$ cat config.mk
export PLATFORM = sky130hd
export DESIGN_NAME = cacheline_adaptor_flat
export DESIGN_NICKNAME = d
export VERILOG_FILES = /design/src/rtl/cacheline_adaptor_pkg.sv /design/src/rtl/cacheline_adaptor_if.sv /design/src/rtl/cacheline_adaptor.sv /design/src/flat_wrapper.sv
export SDC_FILE = /design/constraint.sdc
export NUM_CORES = 1
export LEC_CHECK = 0
export ABC_AREA = 1
export BUFFER_PORTS_ARGS = -buffer_cell sky130_fd_sc_hd__buf_2
export CAP_MARGIN = 10
export CORE_AREA = 3 3 278 280
export CTS_CLUSTER_SIZE = 28
export DETAILED_ROUTE_END_ITERATION = 6
export DIE_AREA = 0 0 281 283
export PLACE_DENSITY = 0.54
export SETUP_SLACK_MARGIN = 0.2
export SYNTH_ARGS = -nofsm -noshare
export SYNTH_HDL_FRONTEND = slang
export SYNTH_SLANG_ARGS = --single-unit
$ cat constraint.sdc
create_clock -name clk -period 2.5 [get_ports clk]
set_input_delay 0.25 -clock clk [delete_from_list [all_inputs] [get_ports clk]]
set_output_delay 0.25 -clock clk [all_outputs]
set_load 0.1 [all_outputs]
$ cat src/rtl/cacheline_adaptor_pkg.sv
// Shared widths and FSM encoding for the 256-bit line to 64-bit burst adaptor.
package cacheline_adaptor_pkg;
  localparam int LINE_W = 256;
  localparam int BEAT_W = 64;
  localparam int BEATS  = 4;
  localparam int CNT_W  = 2;
  localparam int ADDR_W = 32;
  localparam int OFS_W  = 5;

  typedef enum logic [1:0] {IDLE, READ, WRITE, DONE} adaptor_state_t;
endpackage

$ cat src/rtl/cacheline_adaptor_if.sv
// Cache-side line port and memory-side burst port of the adaptor.
interface cacheline_adaptor_if;
  import cacheline_adaptor_pkg::*;

  logic [LINE_W-1:0] line_i;
  logic [LINE_W-1:0] line_o;
  logic [ADDR_W-1:0] address_i;
  logic              read_i;
  logic              write_i;
  logic              resp_o;
  logic [BEAT_W-1:0] burst_i;
  logic [BEAT_W-1:0] burst_o;
  logic [ADDR_W-1:0] address_o;
  logic              read_o;
  logic              write_o;
  logic              resp_i;

  modport slave (
    input  line_i, address_i, read_i, write_i, burst_i, resp_i,
    output line_o, resp_o, burst_o, address_o, read_o, write_o
  );

  modport master (
    output line_i, address_i, read_i, write_i, burst_i, resp_i,
    input  line_o, resp_o, burst_o, address_o, read_o, write_o
  );
endinterface

$ cat src/rtl/cacheline_adaptor.sv
// Turns one cache line read/write into a 4-beat memory burst and answers the
// cache with a single-cycle resp_o per line.
module cacheline_adaptor
  import cacheline_adaptor_pkg::*;
(
  input  logic                clk,
  input  logic                rst,
  cacheline_adaptor_if.slave  bus
);

  adaptor_state_t    state_q, state_d;
  logic [CNT_W-1:0]  cnt_q, cnt_d;
  logic [LINE_W-1:0] rline_q, rline_d;
  logic [LINE_W-1:0] wline_q, wline_d;
  logic [ADDR_W-1:0] addr_q, addr_d;
  logic              last_beat;

  assign last_beat = bus.resp_i && (cnt_q == CNT_W'(BEATS - 1));

  always_ff @(posedge clk) begin
    if (rst) begin
      state_q <= IDLE;
      cnt_q   <= '0;
      rline_q <= '0;
      wline_q <= '0;
      addr_q  <= '0;
    end else begin
      state_q <= state_d;
      cnt_q   <= cnt_d;
      rline_q <= rline_d;
      wline_q <= wline_d;
      addr_q  <= addr_d;
    end
  end

  // Read and write lines live in separate registers so a write never
  // disturbs the last read line still visible on line_o.
  always_comb begin
    state_d = state_q;
    cnt_d   = cnt_q;
    rline_d = rline_q;
    wline_d = wline_q;
    addr_d  = addr_q;
    case (state_q)
      IDLE: begin
        if (bus.read_i) begin
          state_d = READ;
          addr_d  = bus.address_i;
          cnt_d   = '0;
        end else if (bus.write_i) begin
          state_d = WRITE;
          addr_d  = bus.address_i;
          wline_d = bus.line_i;
          cnt_d   = '0;
        end
      end
      READ: begin
        if (bus.resp_i) begin
          rline_d[BEAT_W*int'(cnt_q) +: BEAT_W] = bus.burst_i;
          cnt_d = cnt_q + 1'b1;
        end
        if (last_beat) state_d = DONE;
      end
      WRITE: begin
        if (bus.resp_i) cnt_d = cnt_q + 1'b1;
        if (last_beat) state_d = DONE;
      end
      DONE:    state_d = IDLE;
      default: state_d = IDLE;
    endcase
  end

  always_comb begin
    bus.read_o    = (state_q == READ);
    bus.write_o   = (state_q == WRITE);
    bus.resp_o    = (state_q == DONE);
    bus.address_o = {addr_q[ADDR_W-1:OFS_W], OFS_W'(0)};
    bus.burst_o   = wline_q[BEAT_W*int'(cnt_q) +: BEAT_W];
    bus.line_o    = rline_q;
  end

endmodule

$ cat src/flat_wrapper.sv
// flat-port wrapper written by rule: the top's interface ports become plain ports
module cacheline_adaptor_flat import cacheline_adaptor_pkg::*;
  (clk, rst, bus_line_i, bus_address_i, bus_read_i, bus_write_i, bus_burst_i, bus_resp_i, bus_line_o, bus_resp_o, bus_burst_o, bus_address_o, bus_read_o, bus_write_o);
  cacheline_adaptor_if bus_i ();
  input  logic clk;
  input  logic rst;
  input wire logic [$bits(bus_i.line_i)-1:0] bus_line_i;
  input wire logic [$bits(bus_i.address_i)-1:0] bus_address_i;
  input wire logic [$bits(bus_i.read_i)-1:0] bus_read_i;
  input wire logic [$bits(bus_i.write_i)-1:0] bus_write_i;
  input wire logic [$bits(bus_i.burst_i)-1:0] bus_burst_i;
  input wire logic [$bits(bus_i.resp_i)-1:0] bus_resp_i;
  output wire logic [$bits(bus_i.line_o)-1:0] bus_line_o;
  output wire logic [$bits(bus_i.resp_o)-1:0] bus_resp_o;
  output wire logic [$bits(bus_i.burst_o)-1:0] bus_burst_o;
  output wire logic [$bits(bus_i.address_o)-1:0] bus_address_o;
  output wire logic [$bits(bus_i.read_o)-1:0] bus_read_o;
  output wire logic [$bits(bus_i.write_o)-1:0] bus_write_o;
  assign bus_i.line_i = bus_line_i;
  assign bus_i.address_i = bus_address_i;
  assign bus_i.read_i = bus_read_i;
  assign bus_i.write_i = bus_write_i;
  assign bus_i.burst_i = bus_burst_i;
  assign bus_i.resp_i = bus_resp_i;
  assign bus_line_o = bus_i.line_o;
  assign bus_resp_o = bus_i.resp_o;
  assign bus_burst_o = bus_i.burst_o;
  assign bus_address_o = bus_i.address_o;
  assign bus_read_o = bus_i.read_o;
  assign bus_write_o = bus_i.write_o;
  cacheline_adaptor u_core (.clk(clk), .rst(rst), .bus(bus_i));
endmodule
==> out/qor.csv, run 1 <==
stage;metric;value;unit
critical_path;Worst R2R Start;u_core.state_q[0];
finish;Final Net Count;4382;
logic_synthesis;syn avg cell area;7.276;sq um
placed_design;placer congestion estimate;0.8462;
sta;setup TNS;0;ns
cts;CTS tree;done;
detailed_routing;Post-DRT Antenna Nets;0;
detailed_routing;drt drc;0;
cts;worst skew pair latency;0.60;ns
logic_synthesis;commonest cells in the netlist;a21oi_1 (669), nand2_1 (572), dfxtp_1 (543), o21ai_0 (437), inv_1 (331);
floorplanning;Die Wd;281;um
pwr;Max VDD drop;1078;uV
sta;worst slew pin tran;0.8762;ns
finish;Final Cell Area;33780;sq um
logic_synthesis;dominant cells by area after synthesis;dfxtp_1 (49%), a21oi_1 (15%), o21ai_0 (9.8%);
logic_synthesis;Cell Area, Synth;22410;sq um
grt;largest net degree at the start of global routing;131;
critical_path;crit-path max FO;38;
logic_synthesis;area leader, netlist;dfxtp_1;
logic_synthesis;Syn Inst Count;3080;
logic_synthesis;register area share after synthesis;48.51;%
critical_path;crit path DAT;2.02;ns
pwr;Pwr Total;38.45;mW
placed_design;DP Area;27690;sq um
sta;final worst-path cycle share;90.65;%
cts;Clock Tree Buf Depth;3;
floorplanning;Die ar.;79520;sq um
critical_path;r2r setup slk;0.34;ns
logic_synthesis;Post-synth ARST share;0;%
cts;CTS Root Cell;clkbuf_16;
logic_synthesis;most common cell in the netlist;a21oi_1;
logic_synthesis;Yosys top cell area share;48.51;%
critical_path;worst-case reg-to-reg path depth;8;
sta;Hold Vio Cnt, Final;0;
critical_path;worst r2r dst;u_core.addr_q[26];
placed_design;number of port buffers;701;
critical_path;WP data required;2.25;ns
grt;first-pass GRT wire length;139.1;mm
finish;share of layout cells above drive strength 1;22.05;%
floorplanning;Core Region;74700;sq um
sta;Max Slew Vio Count;0;
sta;RSZ-0062 raised after global routing;true;
cts;Sink Count;543;
detailed_routing;wire per inst;18.69;um
worst_hold_path;Min-Delay Path Depth;3;
floorplanning;I/O pins;712;
cts;clk slew on worst S/H paths;0.06;ns
detailed_routing;Vias/cell;4.762;
finish;Non-Filler Instances;5044;
grt;number of global-route vias before repair;23180;
finish;Area Growth Syn to Fin;50.72;%
critical_path;CP Capture Type;output port;
sta;setup ws final;0.2338;ns
sta;final setup fails;0;
critical_path;WS Path Type;flip-flop to output port;
pwr;pwr dens;1138;nW/um^2
pwr;Pleak;14.62;nW
logic_synthesis;Post-synth EDFFs;0;
detailed_routing;Initial DRC Count;1344;
sta;Max-slew headroom;41.59;%
worst_hold_path;worst min path class;primary input to flip-flop;
cts;htree depth;3;
detailed_routing;routed wire length;94.28;mm
sta;worst hold slack;0.02585;ns
grt;initial antenna violation count;24;
critical_path;crit start category;flip-flop;
floorplanning;die height;283;um
placed_design;Placed Cells;4554;
logic_synthesis;Yosys warnings;0;
placed_design;post-place setup slack;0.3164;ns
critical_path;CP Capture Point;bus_burst_o[54];
detailed_routing;DRT Pass-1 Iters;5;
logic_synthesis;Synth cell types;21;
floorplanning;starting density of the core;30.00;%
critical_path;Worst Setup SP;u_core.cnt_q[0];
cts;Num CTS Buffers;66;
job;max-cap viol count;0;
detailed_routing;vias after detailed routing;24020;
floorplanning;# rows;100;
grt;gr usage total;22.36;%
grt;Remaining Overflow, GRT;0;
placed_design;Final HPWL DP;60.85;mm
sta;fmax;441.3;MHz
finish;final core occ;45.22;%
logic_synthesis;synthesis-stage register bit count;543;
logic_synthesis;main flop type after synthesis;dfxtp_1;
sta;final clock skew;0.02398;ns
run_status;status;finished, final reports clean;
sta;Tmin final;2.266;ns
==> flip-flops by register name (all words and copies together), names as in the netlist <==
signal	count
u_core.addr_q	27
u_core.state_q	2
u_core.wline_q	256
u_core.cnt_q	2
u_core.bus.line_o	256
==> worst max-delay path, stage by stage (launching register included) <==
cell	delay [ns]
dfxtp_4	0.40
buf_16	0.19
o21ai_0	0.42
nand2_1	0.19
buf_12	0.20
==> cell type report <==
class / instances / area (sq um)
Multi-Input combinational cell: 1944 / 9079
Antenna cell: 16 / 40.04
Fill cell: 7555 / 40920
Timing Repair Buffer: 1126 / 9121
Tap cell: 969 / 1212
Sequential cell: 543 / 10880
Clock buffer: 94 / 1909
Clock inverter: 17 / 261.5
Inverter: 335 / 1275
==> layer usage <==
layer  track usage [%]  part of all wire (%)
met5                 0                  0.11
met2             37.42                    47
met4             11.57                   5.1
met3             6.208                   7.7
met1             26.01                    40
==> cells by family (layout without fill, tap and decap cells) <==
logic type	count (synthesis)	count (layout)	synth area share, %
compound gates	1106	1106	24.70
fa+ha+maj	9	9	0.5025
buf+inv	597	1572	11.41
flops	543	543	48.51
other cells	1	21	0.01673
simple gates	824	824	14.86
==> cell usage in the layout, fill, tap and decap left out, types with 2 or more instances in the layout <==
cell	instances
buf_16	7
o21ai_0	427
buf_12	91
nor2_1	85
nand2_1	569
nand3_2	2
clkinv_2	6
clkbuf_8	11
clkbuf_16	71
a21oi_1	661
buf_2	636
conb_1	5
dfxtp_4	2
nand3_1	157
clkinv_16	2
buf_4	30
nand2_2	4
dlygate4sd3_1	355
clkinv_8	4
inv_8	2
clkbuf_1	15
nor2_4	5
diode_2	16
inv_1	330
bufinv_16	3
buf_6	2
ha_1	8
dfxtp_1	541
a21oi_2	8
o21ai_1	10
==> power by group <==
| part | switching, mW | leakage [nW] | internal [mW] |
|---|---|---|---|
| logic | 13.1 | 9.14 | 5.54 |
| clock network | 3.98 | 1.06 | 5.67 |
| registers | 0.446 | 4.42 | 9.72 |
| total | 17.5 | 14.6 | 20.9 |
==> what timing repair did <==
action                                  4_1_cts  5_1_grt
buffers inserted                              0        1
gates cloned                                  4        3
resized for setup                            17       23
endpoints found under the setup margin       64       55
endpoints found under the hold margin       378        0
hold buffers                                355        0
pin swaps                                     0        2
==> worst min path at each step <==
stage,start,end
2_1_floorplan,bus_address_i[11],u_core.addr_q[11]
3_3_place_gp,u_core.wline_q[192],u_core.wline_q[192]
3_5_place_dp,u_core.wline_q[1],u_core.wline_q[1]
4_1_cts,bus_line_i[49],u_core.wline_q[49]
5_1_grt,bus_line_i[65],u_core.wline_q[65]
6_report,bus_line_i[49],u_core.wline_q[49]
No activity file was read; power rests on OpenSTA's default activity.
==> inputs of run 2 (changes only) <==
--- a/config.mk
+++ b/config.mk
@@ -7,12 +7,13 @@
 export LEC_CHECK = 0
 export ABC_AREA = 1
 export BUFFER_PORTS_ARGS = -buffer_cell sky130_fd_sc_hd__buf_2
-export CAP_MARGIN = 10
+export CAP_MARGIN = 20
 export CORE_AREA = 3 3 278 280
 export CTS_CLUSTER_SIZE = 28
 export DETAILED_ROUTE_END_ITERATION = 6
 export DIE_AREA = 0 0 281 283
 export PLACE_DENSITY = 0.54
+export REMOVE_ABC_BUFFERS = 1
 export SETUP_SLACK_MARGIN = 0.2
 export SYNTH_ARGS = -nofsm -noshare
 export SYNTH_HDL_FRONTEND = slang
==> constraint.sdc (replaced) <==
create_clock -name clk -period 2.5 [get_ports clk]
set_input_delay 0.5 -clock clk [delete_from_list [all_inputs] [get_ports clk]]
set_output_delay 0.5 -clock clk [all_outputs]
set_load 0.1 [all_outputs]
==> run 2 against run 1 <==
Net effect:
- the flow now finishes with violations (negative setup slack)
- global-route usage decreased by 0.86 points
- power increased by 1.6%
- register-to-register slack got worse by 0.06 ns
- critical path depth increased by 3
- clock power decreased by 8.2%
- combinational power increased by 8%
- sequential power about the same
- sequential share of layout area increased by 2.2 points
- non-clock buffer count decreased by 285
- hold slack improved by 0.10 ns
- core utilization decreased by 2.9 points
- die area unchanged
- largest cell class unchanged
==> out/qor.csv, run 2 (same netlist as run 1, synthesis figures left out) <==
stage;metric;value;unit
finish;highest-count cells in the layout ignoring fill and taps;buf_2 (635), a21oi_1 (598), nand2_1 (553);
sta;Max Slew Vio Count;0;
placed_design;placer congestion estimate;0.8227;
detailed_routing;DRT Pass-1 Iters;5;
cts;htree depth;2;
critical_path;crit path DAT;2.00;ns
detailed_routing;routed wire length;93.05;mm
finish;area of the multi-input gates;9540;sq um
floorplanning;# rows;100;
floorplanning;Core Region;74700;sq um
finish;share of layout cells above drive strength 1;28.18;%
detailed_routing;met2 WL;44.87;mm
cts;CTS tree;done;
placed_design;number of port buffers;701;
detailed_routing;Vias/cell;4.804;
sta;RSZ-0062 raised after global routing;true;
finish;Area Growth Syn to Fin;41.21;%
sta;final worst-path cycle share;100.0;%
floorplanning;starting density of the core;30.00;%
grt;initial antenna violation count;23;
run_status;status;complete, but fails checks;
critical_path;crit path max-delay cell type;dfxtp_4;
grt;gr usage total;21.50;%
finish;Final Net Count;4091;
detailed_routing;Post-DRT Antenna Nets;0;
pwr;Int Pwr;21.24;mW
critical_path;WS Path Type;flip-flop to output port;
cts;Num CTS Buffers;60;
cts;CTS Root Cell;clkbuf_16;
cts;worst skew pair latency;0.61;ns
sta;worst hold slack;0.1266;ns
cts;CTS Hold Buffers Added;0;
pwr;pwr dens;1234;nW/um^2
grt;largest net degree at the start of global routing;210;
critical_path;Critical Path Max Stage Delay;0.40;ns
pwr;clock network power share;22.7;%
grt;first-pass GRT wire length;132.7;mm
pwr;Pleak;13.65;nW
sta;final clock skew;0.01483;ns
sta;fmax;399.9;MHz
cts;Clock Tree Buf Depth;3;
pwr;Sw Ratio;45.64;%
grt;number of global-route vias before repair;21390;
detailed_routing;Max Used Layer;met5;
detailed_routing;drt drc;0;
detailed_routing;vias after detailed routing;22820;
cts;clk slew on worst S/H paths;0.06;ns
sta;worst slew pin tran;1.041;ns
sta;final setup fails;1;
floorplanning;I/O pins;712;
critical_path;crit path cell chain;buf_6 > buf_12 > buf_16 > a21oi_1 > o21ai_0 > nand2_1 > buf_12;
finish;register area;10880;sq um
floorplanning;Die ar.;79520;sq um
floorplanning;Die Wd;281;um
job;max-cap viol count;0;
worst_hold_path;worst min path class;primary input to flip-flop;
detailed_routing;metal3 WL;7.338;mm
floorplanning;die height;283;um
detailed_routing;wire per inst;19.58;um
pwr;Reg power frac;26.1;%
finish;fill count;7903;
detailed_routing;wl on met1;38.15;mm
pwr;part of the power in combinational logic;51.3;%
placed_design;Final HPWL DP;57.14;mm
cts;Sink Count;543;
critical_path;WP data required;2.00;ns
critical_path;crit-path max FO;7;
sta;Max-slew headroom;30.62;%
pwr;Max VDD drop;1252;uV
sta;Tmin final;2.500;ns
sta;setup ws final;-0.0003588;ns
critical_path;crit start category;flip-flop;
pwr;switching pwr;17.83;mW
run_status;failing checks;negative setup slack;
sta;Hold Vio Cnt, Final;0;
finish;most common cell after layout, fill and taps aside;buf_2;
critical_path;Crit path top cell by count;buf_12;
critical_path;CP Capture Type;output port;
grt;Remaining Overflow, GRT;0;
detailed_routing;Initial DRC Count;1547;
sta;setup TNS;-0.0003588;ns
run 2: path summary, 6_finish.rpt:
| path | startpoint | end | slack, ns | cells after the start |
|---|---|---|---|---|
| worst min register to register | u_core.wline_q[34] | u_core.wline_q[34] | 0.44 | 2 |
| worst max-delay path | u_core.cnt_q[0] | bus_burst_o[42] | -0.0004 | 7 |
| worst max register to register | u_core.cnt_q[0] | u_core.bus.line_o[207] | 0.28 | 11 |
| worst min-delay path | bus_address_i[18] | u_core.addr_q[18] | 0.13 | 3 |
run 2: per-stage QoR:
step	instances	total power, mW	utilization [%]	setup slack, ns	area [sq um]
finish	4751	39.06	42.37	-0.0003588	31650
global route	4745	40.78	42.35	-0.08135	31630
CTS	4713	38.43	41.14	-0.05640	30730
detailed placement	4565	27.73	37.16	0.4141	27750
global placement	4565	27.70	37.16	0.4353	27750
floorplan	2822	21.34	-	-5.705	21130
run 2: area by class of cell:
class                   count  share of cell area [%]
well taps                 969                   3.831
flip-flops and latches    543                   34.37
multi-input cells        1944                   30.15
clock inverters            20                  0.6049
clock buffers              89                   5.571
repair buffers            841                   21.29
inverters                 335                   4.108
diodes                     10                 0.07907
run 2: repair_timing:
action	in CTS	in global routing
pin swaps	32	42
setup buffers	21	15
setup endpoints to repair	65	310
cloned	18	13
gates resized for setup	129	164
run 2: critical path: cells and delay by family, from the launching register on:
kind / cells / cell delay, ns
buf+inv: 4 / 0.62
flops: 1 / 0.40
simple gates: 1 / 0.12
compound gates: 2 / 0.22
run 2: per-layer routing:
layer,track usage [%],vias up
li1,-,11370
met1,26.02,10590
met2,36.94,697
met3,6.159,141
met4,6.204,28
met5,0,-
run 2: power by group through the flow:
stage / combinational (mW) / sequential (mW) / clock (mW)
floorplan: 9.16 / 12.2 / 0
global placement: 17.4 / 10.3 / 0
detailed placement: 17.4 / 10.3 / 0
CTS: 19.2 / 10.2 / 9.08
global route: 21.1 / 10.3 / 9.42
finish: 20.0 / 10.2 / 8.86
